`config.mk`:
```
export PLATFORM = sky130hd
export DESIGN_NAME = rx_bit_timer
export DESIGN_NICKNAME = d
export VERILOG_FILES = /design/src/rtl/rx_bit_timer.sv
export SDC_FILE = /design/constraint.sdc
export NUM_CORES = 1
export LEC_CHECK = 0
export ABC_AREA = 1
export BUFFER_PORTS_ARGS = -buffer_cell sky130_fd_sc_hd__buf_2
export CORE_UTILIZATION = 48
export CTS_BUF_LIST = sky130_fd_sc_hd__clkbuf_2 sky130_fd_sc_hd__clkbuf_4 sky130_fd_sc_hd__clkbuf_8
export CTS_CLUSTER_SIZE = 10
export DETAILED_ROUTE_END_ITERATION = 12
export PLACE_DENSITY = 0.77
export SYNTH_ARGS = -nofsm -noshare
export SYNTH_HDL_FRONTEND = slang
export SYNTH_SLANG_ARGS = --single-unit
```
`constraint.sdc`:
```
create_clock -name clk -period 1.6 [get_ports clk]
set_input_delay 0.08 -clock clk [delete_from_list [all_inputs] [get_ports clk]]
set_output_delay 0.08 -clock clk [all_outputs]
set_load 0.005 [all_outputs]
```
`src/rtl/rx_bit_timer.sv`:
```
// Bit/byte timing generator for the USB receive path: mid-bit sample strobe,
// end-of-bit/byte strobes, edge resync, stuffed-bit skip, saturating byte count.
module rx_bit_timer #(
  parameter int CLKS_PER_BIT  = 8,
  parameter int SAMPLE_PHASE  = 3,
  parameter int BITS_PER_BYTE = 8,
  parameter int BYTE_W        = 8,
  localparam int PD_W = $clog2(CLKS_PER_BIT),
  localparam int BC_W = $clog2(BITS_PER_BYTE)
) (
  input  logic              clk,
  input  logic              n_rst,
  input  logic              timer_en,
  input  logic              timer_clr,
  input  logic              restart,
  input  logic              resync_en,
  input  logic              edge_det,
  input  logic              stuff_skip,
  output logic              shift_strobe,
  output logic              bit_done,
  output logic              byte_done,
  output logic [PD_W-1:0]   pd_count,
  output logic [BC_W-1:0]   bit_count,
  output logic [BYTE_W-1:0] byte_count
);

  localparam logic [PD_W-1:0] PD_LAST   = PD_W'(CLKS_PER_BIT - 1);
  localparam logic [PD_W-1:0] PD_SAMPLE = PD_W'(SAMPLE_PHASE);
  localparam logic [BC_W-1:0] BC_LAST   = BC_W'(BITS_PER_BYTE - 1);

  logic            active;
  logic            resync_hit;
  logic            early_edge;
  logic            pd_last;
  logic [PD_W-1:0] pd_next;

  assign active  = timer_en & ~timer_clr & ~restart;
  assign pd_last = (pd_count == PD_LAST);

  // Edges at the bit boundary or on the sample point are ignored so a bit is
  // never sampled twice.
  assign resync_hit = resync_en & edge_det & (pd_count != '0) & (pd_count != PD_SAMPLE);
  assign early_edge = resync_hit & (pd_count > PD_SAMPLE);

  assign shift_strobe = active & (pd_count == PD_SAMPLE);
  assign bit_done     = active & (pd_last | early_edge);
  assign byte_done    = bit_done & ~stuff_skip & (bit_count == BC_LAST);

  // The edge cycle counts as cycle 0 of the new bit, hence the load of 1.
  always_comb begin
    pd_next = pd_count + PD_W'(1);
    if (resync_hit)
      pd_next = PD_W'(1);
    else if (pd_last)
      pd_next = '0;
  end

  always_ff @(posedge clk or negedge n_rst) begin
    if (!n_rst) begin
      pd_count   <= '0;
      bit_count  <= '0;
      byte_count <= '0;
    end else if (timer_clr) begin
      pd_count   <= '0;
      bit_count  <= '0;
      byte_count <= '0;
    end else if (restart) begin
      pd_count  <= '0;
      bit_count <= '0;
    end else if (timer_en) begin
      pd_count <= pd_next;
      if (bit_done && !stuff_skip)
        bit_count <= (bit_count == BC_LAST) ? '0 : bit_count + BC_W'(1);
      if (byte_done && (byte_count != '1))
        byte_count <= byte_count + BYTE_W'(1);
    end
  end

endmodule

```
# After elaboration in Yosys (flattened, before gate mapping)
# Cells that the tools add are included.
# totals
register_bits	14
out_inout_bits	17
word_cells	51
# classes
n_addsub	3
order_cmp	1
n_eq_ne	6
mux	14
bitwise	14
n_reduce_logical	10
# op_table
cell	n
2-to-1 mux 8 bit	4
2-to-1 mux 3 bit	10
AND 1 bit	10
nonzero test 3 bit	3
adder 8 x 1 -> 8 bit, second input constant	1
inequality test 8 bit, second input constant	1
adder 3 x 1 -> 3 bit, second input constant	2
== test 3 bit, second input constant	2
nonzero test 2 bit	2
== test 3 x 2 -> 1 bit, second input constant	1
> comparator 3 x 2 -> 1 bit, second input constant	1
inequality test 3 x 2 -> 1 bit, second input constant	1
inverter 1 bit	3
AND reduction 3 bit	1
logical AND 1 bit	2
inequality test 2 bit, second input constant	1
AND reduction 2 bit	1
zero test 1 bit	1
OR 1 bit	1

# Logic depth before layout (Yosys ltp)
# Gate-level depths: netlist of run 1.
# depth
ltp_word	13
ltp_mapped	9
depth_no_buf	9

# Worst setup path before layout of run 1
# No wires, ideal clock.
# synth_timing
path_type	register to register
startpoint	register pd_count[0]
endpoint	register byte_count[3]
setup_ps	118
arrival_time_ps	1527
t_required_ps	1482
slack_ps	-45
path_stages_with_launch	9
path_buffers	0
period_less_slack_ps	1645
path_cell_list	dfrtp_1 > ha_1 > ha_1 > nor2_2 > nand3_2 > a21oi_4 > nand4_4 > nand3_1 > nand2_1
# synth_via
elab_chain_len	11
word_cells_on_any_way	14
# synth_rtl
item	line	rtl
start: declaration	22	output logic [PD_W-1:0] pd_count,
start signal: assignment	71	pd_count <= pd_next;
nonzero test 3 bit	42	assign resync_hit = resync_en & edge_det & (pd_count != '0) & (pd_count != PD_SAMPLE);
AND 1 bit (2 in a row)	42	
AND 1 bit	43	assign early_edge = resync_hit & (pd_count > PD_SAMPLE);
OR 1 bit *	46	assign bit_done = active & (pd_last | early_edge);
AND 1 bit *	46	
via bit_done	20	output logic bit_done,
AND 1 bit * (2 in a row)	47	assign byte_done = bit_done & ~stuff_skip & (bit_count == BC_LAST);
logical AND 1 bit *	74	if (byte_done && (byte_count != '1))
nonzero test 2 bit (no source line) *	--	
AND reduction 3 bit (no source line) *	--	
end signal: assignment	75	byte_count <= byte_count + BYTE_W'(1);
end: declaration	24	output logic [BYTE_W-1:0] byte_count
# The timed path passes the listed nets; every way through them passes the cells marked *.
# A chain may end at the register's enable or synchronous reset.

# Worst setup path in the final report of run 1
# layout_timing
startpoint	register pd_count[0]
endpoint	output byte_done
# layout_via
elab_chain_len	8
word_cells_on_any_way	11
# layout_rtl
item	line	rtl
nonzero test 3 bit	42	
AND 1 bit (2 in a row)	42	
AND 1 bit	43	
OR 1 bit *	46	
AND 1 bit *	46	
AND 1 bit * (2 in a row)	47	
end: declaration	21	output logic byte_done,
# Mark *: on every way between the ends. The rest lies on a longest branch, timed or not.

==> out/results.tsv, run 1 <==
stage	metric	value	unit
run_status	status	complete, but fails checks	
run_status	violations	negative setup slack	
floorplanning	dieWidth	46.4	microns
setup_path	crit_fanout	3	
clock_network	cts_tree	yes	
setup_path	r2r_cells	11	
setup_path	worstPathArrival	1.70	ns
timing	tns	-1.71	ns
clock_network	clock_latency	0.28	ns
power	power.net_switching	166	uW
synth	synth_area_per_cell	8.31	sq um
floorplanning	fp-row-count	15	
detailed_routing	ant_nets	0	
setup_path	path_cells	ha_4 > ha_4 > nor2_4 > nand3_4 > nand2_4 > nand4_4 > buf_6 > inv_2 > buf_6	
cells_and_area	final_cell_mix	buf_2, nand2_1, nand3_2, dfrtp_1, inv_1	
timing	hold_viol	0	
clock_network	cts_sinks	14	
power	netSwitchingFraction	24.3	%
min_path	hp-class	primary input to flip-flop	
global_routing	antenna_found_initial	0	
setup_path	path_buf_inv	3	
setup_path	endpoint_kind	output pin	
detailed_routing	wl_per_cell	13.5	microns
synth	yosys.area.top_type_share	37.0	%
timing	final.min_clock_period	1.78	ns
synth	yosysWarnings	0	
synth	synth_cell_types	25	
power	p_comb_share	10.1	%
detailed_routing	dr_total_vias	942	
power	power.density	484	nW/um^2
power	p_clk_share	37.6	%
detailed_routing	first_iter_violations	20	
cells_and_area	layout_commonest_cell	buf_2	
timing	worst_pin_slew	0.576	ns
cells_and_area	area_growth	48.7	%
synth	netlist_area	947	sq um
floorplanning	coreArea	1780	sq um
timing	layout_setup_ws	-0.182	ns
clock_network	ctsRootBufferMaster	clkbuf_4	
min_path	whs_endpoint	bit_count[1]	
power	power.internal	516	uW
setup_path	slowest_stage	dfrtp_1	
floorplanning	die_height	46.4	microns
timing	setup_viol	13	
floorplanning	dieArea	2150	sq um
synth	ys_seq_area_share	37.0	%
synth	yosys.area.top_type	dfrtp_1	
clock_network	htree_num_levels	1	
min_path	hold-path-cell-count	4	
detailed_routing	drc	0	
synth	synth.area.top_cells	dfrtp_1, nand3_1, ha_1	
detailed_routing	dr.pass1.iters	4	
setup_path	startpoint_type	flip-flop	
global_routing	grt_pass1_wl	3.35	mm
floorplanning	io_pins	25	
setup_path	critical_path.top_delay_family	flip-flops	
synth	synthCells	114	
timing	worst_clock_skew	0.00685	ns
placement	gp_congestion	0.816	
cells_and_area	drive_gt1_share	51.9	%
global_routing	grt_max_degree	16	
global_routing	grt_pass1_vias	812	
power	ir_drop	0.000448	V
detailed_routing	drt-vias-per-instance	5.26	
power	power	682	uW
timing	final.period_utilization	111	%
floorplanning	initial_core_util	53.1	%
power	p_leak	0.000782	uW
synth	synth-seq-cells	14	
timing	slew_violations	0	
cells_and_area	num_antenna_cells	0	
setup_path	timing.rr.end	byte_count[4]	
clock_network	clk_pin_slew_worst_paths	0.09	ns
timing	slew_headroom	61.5	%
clock_network	clk_path_buf_depth	2	
global_routing	grt_overflow	0	
global_routing	grt.total_usage	22.8	%
setup_path	r2r-start	pd_count[0]	
clock_network	cts_made_buffers	3	
setup_path	critPathMaxStageDelay	0.43	ns
cells_and_area	fin_nets	170	
power	seqPwrFrac	52.4	%
job	cap_violations	0	
setup_path	critPathRequiredTime	1.52	ns
setup_path	r2r_setup_slack	-0.17	ns
min_path	hold_path.startpoint	restart	
timing	max_freq	0.561	GHz
detailed_routing	routed_wirelength	2.41	mm
timing	hold_ws	0.106	ns
setup_path	critPathKind	flip-flop to output pin	
timing	rsz0062_at_grt	yes	
synth	synth_nets	129	
placement	dp_hpwl	1.53	mm
placement	portBuffers	24	
## area by class of cell
class | instances | area [sq um]
repair buffers | 37 | 268
fillers | 127 | 374
multi-input cells | 81 | 654
flip-flops and latches | 14 | 350
inverters | 18 | 68.8
clock buffers | 4 | 36.3
well taps | 25 | 31.3
## timing repair
action / CTS / global route
gates resized for setup: 15 / 15
setup buffers: 5 / 1
hold endpoints to repair: 14 / 0
pin swaps: 7 / 17
hold buffers: 1 / 0
endpoints found under the setup margin: 13 / 13
## flip-flops by register name (all words and copies together), names as in the netlist
name	flops
bit_count	3
pd_count	3
byte_count	8
## per-stage QoR
stage | instances | setup slack [ns] | utilization [%] | cell area, sq um
after floorplan | 114 | 0.00583 | - | 972
after detailed placement | 168 | -0.0621 | 65.3 | 1160
after global routing | 179 | -0.268 | 79.0 | 1410
after CTS | 178 | -0.186 | 74.0 | 1320
after global placement | 168 | 0.0108 | 65.3 | 1160
final | 179 | -0.182 | 79.0 | 1410
## worst max path at each step
stage	start	endpoint	slack [ns]	cells after the start
floorplan	pd_count[0]	byte_count[3]	0.006	8
global placement	pd_count[0]	byte_count[1]	0.01	8
detailed placement	pd_count[0]	byte_count[4]	-0.06	9
CTS	pd_count[0]	byte_done	-0.19	9
global route	pd_count[0]	byte_done	-0.27	9
finish	pd_count[0]	byte_done	-0.18	9
## worst reg2reg max path, delay by kind of cell (launching register included)
family        cells  cell delay, ns
simple gates      7            0.65
flops             1            0.43
buf+inv           2            0.29
fa+ha+maj         2            0.35
## power groups by stage
stage               sequential, uW  clock (uW)  combinational, uW
finish                         357         256               68.6
global route                   358         287               74.5
CTS                            357         260               64.8
detailed placement             363           0               58.5
global placement               363           0               56.5
floorplan                      364           0               30.9
## kinds of logic (layout without fill, tap and decap cells)
| family | after synthesis | after routing | synth area share (%) |
|---|---|---|---|
| AO/OA/AOI/OAI | 8 | 8 | 6.08 |
| adder cells (fa/ha/maj) | 7 | 7 | 9.25 |
| buffers and inverters | 19 | 59 | 7.79 |
| XOR/XNOR | 4 | 4 | 3.70 |
| flip-flops | 14 | 14 | 37.0 |
| AND/OR/NAND/NOR | 62 | 62 | 36.2 |
## routing by layer
| metal | up-vias | track usage [%] | part of all wire [%] | wire, microns |
|---|---|---|---|---|
| met5 | - | 0 | 0 | 0 |
| met4 | 0 | 12.4 | 2.9 | 71 |
| met3 | 8 | 5.10 | 3.0 | 73 |
| met2 | 26 | 38.1 | 52 | 1240 |
| met1 | 453 | 26.7 | 42 | 1020 |
| li1 | 455 | - | - | - |
## cell usage after synthesis
cell and number:
nand3_1 24, nand2_1 20, dfrtp_1 14, inv_1 12, ha_1 7, inv_2 5
nor2_1 5, nand2_2 3, xor2_1 3, a21oi_1 2, nand4_4 2, nor2_2 2
nor2_4 2, o21ai_1 2, a21oi_4 1, a31oi_1 1, buf_2 1, clkinv_2 1
nand2_4 1, nand3_2 1, nor3_1 1, o22ai_1 1, o32ai_1 1, or2_2 1
xnor2_1 1
No activity file was read; power rests on OpenSTA's default activity.
==> run 2, diff against run 1 <==
--- a/config.mk
+++ b/config.mk
@@ -11,7 +11,7 @@
 export CTS_BUF_LIST = sky130_fd_sc_hd__clkbuf_2 sky130_fd_sc_hd__clkbuf_4 sky130_fd_sc_hd__clkbuf_8
 export CTS_CLUSTER_SIZE = 10
 export DETAILED_ROUTE_END_ITERATION = 12
-export PLACE_DENSITY = 0.77
+export PLACE_DENSITY = 0.88
 export SYNTH_ARGS = -nofsm -noshare
 export SYNTH_HDL_FRONTEND = slang
 export SYNTH_SLANG_ARGS = --single-unit
==> run 2 against run 1 <==
Compared with the run above: critical path type unchanged; routed wire length grew 6.3%; first-iteration DRC count grew 35%; clock skew is essentially flat; non-clock buffer count shrank 2; cell count shrank 1.7%; the run still ends with negative setup slack left; cell area shrank 5.4%; critical endpoint is now bit_done; clock power shrank 23%; fmax is essentially flat; largest cell class unchanged.
==> out/results.tsv, run 2 (synthesis results as in run 1) <==
stage	metric	value	unit
timing	max_freq	0.561	GHz
timing	layout_setup_ws	-0.181	ns
setup_path	worstPathArrival	1.70	ns
setup_path	startpoint_type	flip-flop	
floorplanning	coreArea	1780	sq um
floorplanning	dieArea	2150	sq um
setup_path	critical_path.top_delay_family	flip-flops	
floorplanning	io_pins	25	
setup_path	endpoint_kind	output pin	
timing	worst_pin_slew	0.563	ns
timing	hold_viol	0	
setup_path	slowest_stage	dfrtp_1	
setup_path	critPathMaxStageDelay	0.41	ns
cells_and_area	largest-register	byte_count	
power	power.density	469	nW/um^2
cells_and_area	final_cell_mix	buf_2, nand2_1, dfrtp_1	
setup_path	critPathRequiredTime	1.52	ns
detailed_routing	drt-vias-per-instance	5.34	
timing	tns	-1.77	ns
timing	slew_headroom	62.4	%
clock_network	clock_latency	0.28	ns
clock_network	ctsRootBufferMaster	clkbuf_4	
job	cap_violations	0	
global_routing	grt_pass1_wl	3.88	mm
cells_and_area	reg_top3	byte_count (8), bit_count (3), pd_count (3)	
cells_and_area	layout_commonest_cell	buf_2	
placement	dp_hpwl	1.64	mm
floorplanning	fp-row-count	15	
clock_network	cts_made_buffers	3	
setup_path	path_buf_inv	3	
timing	slew_violations	0	
detailed_routing	routed_wirelength	2.56	mm
power	ir_drop	0.000422	V
cells_and_area	drive_gt1_share	47.0	%
global_routing	antenna_found_initial	0	
power	p_leak	0.000758	uW
floorplanning	die_height	46.4	microns
cells_and_area	fin_nets	168	
global_routing	grt.total_usage	26.2	%
cells_and_area	largest_reg_flops	8	
cells_and_area	area_growth	40.7	%
setup_path	path_cells	ha_2 > ha_4 > nor2_4 > nand3_4 > a21oi_4 > buf_6 > buf_4 > buf_6	
detailed_routing	wl_per_cell	14.6	microns
cells_and_area	fill_cells	119	
detailed_routing	dr_total_vias	940	
setup_path	cp_common_cell	buf_6	
cells_and_area	fin_cells	176	
placement	placed_cells	167	
timing	final.min_clock_period	1.78	ns
cells_and_area	num_antenna_cells	0	
clock_network	clk_pin_slew_worst_paths	0.08	ns
global_routing	grt_overflow	0	
clock_network	cts_tree	yes	
run_status	status	complete, but fails checks	
placement	gp_congestion	0.805	
global_routing	grt_max_degree	16	
timing	rsz0062_at_grt	yes	
power	power	625	uW
detailed_routing	first_iter_violations	27	
clock_network	clk_path_buf_depth	2	
floorplanning	initial_core_util	53.1	%
global_routing	grt_pass1_vias	930	
clock_network	cts_sinks	14	
placement	portBuffers	24	
timing	worst_clock_skew	0.00693	ns
timing	setup_viol	13	
run_status	violations	negative setup slack	
timing	final.period_utilization	111	%
detailed_routing	dr.pass1.iters	4	
setup_path	critPathKind	flip-flop to output pin	
detailed_routing	drc	0	
clock_network	htree_num_levels	1	
floorplanning	dieWidth	46.4	microns
detailed_routing	ant_nets	0	
min_path	hp-class	primary input to flip-flop	
setup_path	crit_fanout	3	
==> run 2: cell count changes in the layout (fill, tap and decap cells not counted), moves of 2 or more <==
cell	before	now
buf_4	5	8
nand2_1	17	19
buf_6	8	3
nand3_2	14	10
nand3_1	10	13
nand2_4	3	1
==> run 2: through the flow <==
stage / utilization, % / setup slack, ns / hold WS, ns / area [sq um]
6_report: 74.7 / -0.181 / 0.135 / 1330
5_1_grt: 74.7 / -0.267 / 0.133 / 1330
2_1_floorplan: - / 0.00583 / -0.216 / 972
3_3_place_gp: 64.8 / 0.0120 / -0.0135 / 1160
3_5_place_dp: 64.8 / -0.0480 / -0.00569 / 1160
4_1_cts: 71.6 / -0.154 / 0.120 / 1280
==> run 2: tightest hold or removal path, cell delays in order <==
cell	delay, ns
buf_2	0.11
nor2_4	0.07
nand3_2	0.07
nand2_1	0.05
==> run 2: timing repair <==
action	CTS	global route
setup endpoints to repair	13	13
resized for setup	14	7
buffers inserted	3	2
hold buffers	1	0
pin swaps	2	0
endpoints found under the hold margin	14	0
==> run 2: area by class of cell <==
type | instances | area (sq um) | area share [%]
Multi-Input combinational cell | 81 | 641 | 48.1
Sequential cell | 14 | 350 | 26.3
Inverter | 18 | 68.8 | 5.16
Timing Repair Buffer | 35 | 219 | 16.4
Clock buffer | 3 | 22.5 | 1.69
Tap cell | 25 | 31.3 | 2.35
==> run 2: worst paths after layout <==
kind / startpoint / to / slack [ns] / cells after the start
hold reg to reg: bit_count[1] / bit_count[1] / 0.56 / 2
setup / recovery: pd_count[1] / bit_done / -0.18 / 8
min in group asynchronous: n_rst / byte_count[7] / 0.23 / 2
hold / removal: timer_clr / bit_count[1] / 0.14 / 4
setup reg to reg: pd_count[1] / byte_count[3] / -0.16 / 9
max in group asynchronous: n_rst / pd_count[2] / 1.13 / 2
==> run 2: power by group <==
part / internal (uW) / switching [uW] / leakage (uW)
Clock: 87.2 / 109 / 0.0000138
Sequential: 355 / 1.43 / 0.000195
Combinational: 23.5 / 48.8 / 0.000549
Total: 466 / 159 / 0.000758
==> run 2: per-layer routing <==
metal	track usage [%]	vias up	part of all wire, %
met5	0	-	0
met4	10.0	0	1.1
met3	6.67	6	3.9
met2	50.0	32	58
met1	26.3	452	37
li1	-	450	-
==> run 3, diff against run 2 <==
--- a/config.mk
+++ b/config.mk
@@ -7,6 +7,7 @@
 export LEC_CHECK = 0
 export ABC_AREA = 1
 export BUFFER_PORTS_ARGS = -buffer_cell sky130_fd_sc_hd__buf_2
+export CORE_MARGIN = 4
 export CORE_UTILIZATION = 48
 export CTS_BUF_LIST = sky130_fd_sc_hd__clkbuf_2 sky130_fd_sc_hd__clkbuf_4 sky130_fd_sc_hd__clkbuf_8
 export CTS_CLUSTER_SIZE = 10
==> run 3 against run 2 <==
Compared with the run above: the run still ends with negative setup slack left; worst setup slack better by 0.0027 ns; cell count unchanged; die area up 28%; critical path type unchanged.
==> out/results.tsv, run 3 (synthesis results as in run 1) <==
stage	metric	value	unit
min_path	whs_endpoint	bit_count[2]	
floorplanning	io_pins	25	
cells_and_area	drive_gt1_share	49.7	%
timing	max_freq	0.562	GHz
clock_network	htree_num_levels	1	
timing	hold_viol	0	
setup_path	critPathKind	flip-flop to output pin	
clock_network	clock_latency	0.29	ns
placement	gp_congestion	0.834	
detailed_routing	ant_nets	0	
clock_network	ctsRootBufferMaster	clkbuf_4	
timing	worst_pin_slew	0.577	ns
clock_network	clk_path_buf_depth	2	
placement	dp_hpwl	1.78	mm
cells_and_area	final_cell_mix	buf_2, nand2_1, dfrtp_1	
setup_path	slowest_stage	dfrtp_1	
clock_network	cts_tree	yes	
floorplanning	initial_core_util	52.6	%
detailed_routing	wl_per_cell	14.1	microns
timing	layout_setup_ws	-0.179	ns
cells_and_area	reg_top3	byte_count (8), bit_count (3), pd_count (3)	
setup_path	crit_fanout	2	
job	cap_violations	0	
setup_path	cp_common_cell	buf_6	
floorplanning	dieWidth	52.4	microns
timing	slew_headroom	61.5	%
power	power.density	508	nW/um^2
power	p_leak	0.000765	uW
setup_path	endpoint_kind	output pin	
floorplanning	coreArea	1800	sq um
detailed_routing	drt-vias-per-instance	5.16	
min_path	hold-path-cell-count	4	
timing	final.period_utilization	111	%
setup_path	r2r_setup_slack	-0.13	ns
min_path	hp-class	primary input to flip-flop	
run_status	violations	negative setup slack	
timing	slew_violations	0	
global_routing	grt_pass1_wl	4.00	mm
setup_path	timing.rr.end	byte_count[2]	
setup_path	path_cells	ha_4 > ha_4 > nor2_4 > nand3_4 > a21oi_4 > buf_6 > buf_6 > buf_6	
cells_and_area	area_growth	41.7	%
cells_and_area	fill_cells	151	
run_status	status	complete, but fails checks	
timing	final.min_clock_period	1.78	ns
setup_path	critPathRequiredTime	1.52	ns
setup_path	critical_path.top_delay_family	flip-flops	
global_routing	grt_pass1_vias	900	
placement	portBuffers	24	
detailed_routing	first_iter_violations	6	
detailed_routing	drc	0	
cells_and_area	layout_commonest_cell	buf_2	
global_routing	grt_overflow	0	
setup_path	critPathMaxStageDelay	0.42	ns
setup_path	startpoint_type	flip-flop	
floorplanning	fp-row-count	15	
clock_network	clk_pin_slew_worst_paths	0.08	ns
global_routing	grt.total_usage	20.4	%
timing	worst_clock_skew	0.00321	ns
clock_network	cts_made_buffers	3	
setup_path	worstPathArrival	1.70	ns
detailed_routing	dr.pass1.iters	4	
power	ir_drop	0.000488	V
setup_path	r2r_cells	9	
cells_and_area	fin_cells	176	
global_routing	antenna_found_initial	0	
placement	placed_cells	167	
timing	setup_viol	13	
min_path	hold_path.startpoint	stuff_skip	
detailed_routing	routed_wirelength	2.49	mm
floorplanning	dieArea	2750	sq um
setup_path	path_buf_inv	3	
cells_and_area	num_antenna_cells	0	
clock_network	cts_sinks	14	
floorplanning	die_height	52.4	microns
cells_and_area	fin_nets	167	
setup_path	startpoint	pd_count[1]	
setup_path	r2r-start	pd_count[1]	
detailed_routing	dr_total_vias	908	
global_routing	grt_max_degree	16	
placement	pre_cts_slack	-0.0649	ns
timing	rsz0062_at_grt	yes	
cells_and_area	largest-register	byte_count	
cells_and_area	largest_reg_flops	8	
run 3: cell count changes in the layout (fill, tap and decap cells not counted), moves of 2 or more:
| cell | change |
|---|---|
| nand2_1 | -4 |
| nand2_2 | +4 |
| buf_4 | -3 |
| buf_6 | +2 |
run 3: worst max-delay path by stage:
stage | endpoint | slack (ns) | depth (start not counted)
after detailed placement | bit_count[1] | -0.06 | 9
after CTS | bit_done | -0.16 | 8
final | bit_done | -0.18 | 8
after global placement | byte_count[7] | 0.009 | 8
after global routing | bit_done | -0.26 | 8
after floorplan | byte_count[3] | 0.006 | 8
run 3: cell type report:
cell class / count / area, sq um / share of cell area, %
clock buffer: 4 / 36.3 / 2.70
inverter: 18 / 68.8 / 5.13
multi-input combinational: 81 / 637 / 47.4
sequential: 14 / 350 / 26.1
tap: 25 / 31.3 / 2.33
timing repair buffer: 34 / 219 / 16.3
run 3: worst min-delay path: stages:
cell	delay (ns)
buf_2	0.08
inv_2	0.08
nand3_1	0.09
nand2_1	0.05
run 3: per-layer routing:
metal	global-route usage [%]	vias to the layer above	wire length, microns
met4	8.51	0	44
met5	0	-	0
li1	-	449	-
met2	39.7	29	1380
met3	3.99	7	91
met1	20.4	423	968
run 3: report_power, final:
group	switching, uW	internal (uW)
clock network	119	139
logic	45.4	22.5
registers	1.96	355
total	166	516
run 3: metrics by stage:
step | util [%] | TNS, ns | hold slack, ns | power, uW | cell area [sq um]
after floorplan | - | 0 | -0.216 | 395 | 972
after global placement | 64.2 | 0 | -0.0129 | 420 | 1160
after detailed placement | 64.2 | -0.391 | -0.00770 | 422 | 1160
after CTS | 72.3 | -1.12 | 0.113 | 684 | 1300
after global routing | 74.5 | -2.61 | 0.142 | 707 | 1340
final | 74.5 | -1.35 | 0.127 | 682 | 1340
run 3: repair_timing:
item,CTS,global route
pin swaps,4,1
resized for setup,18,7
hold endpoints to repair,14,0
hold buffers,1,0
setup buffers,2,2
setup endpoints to repair,13,13
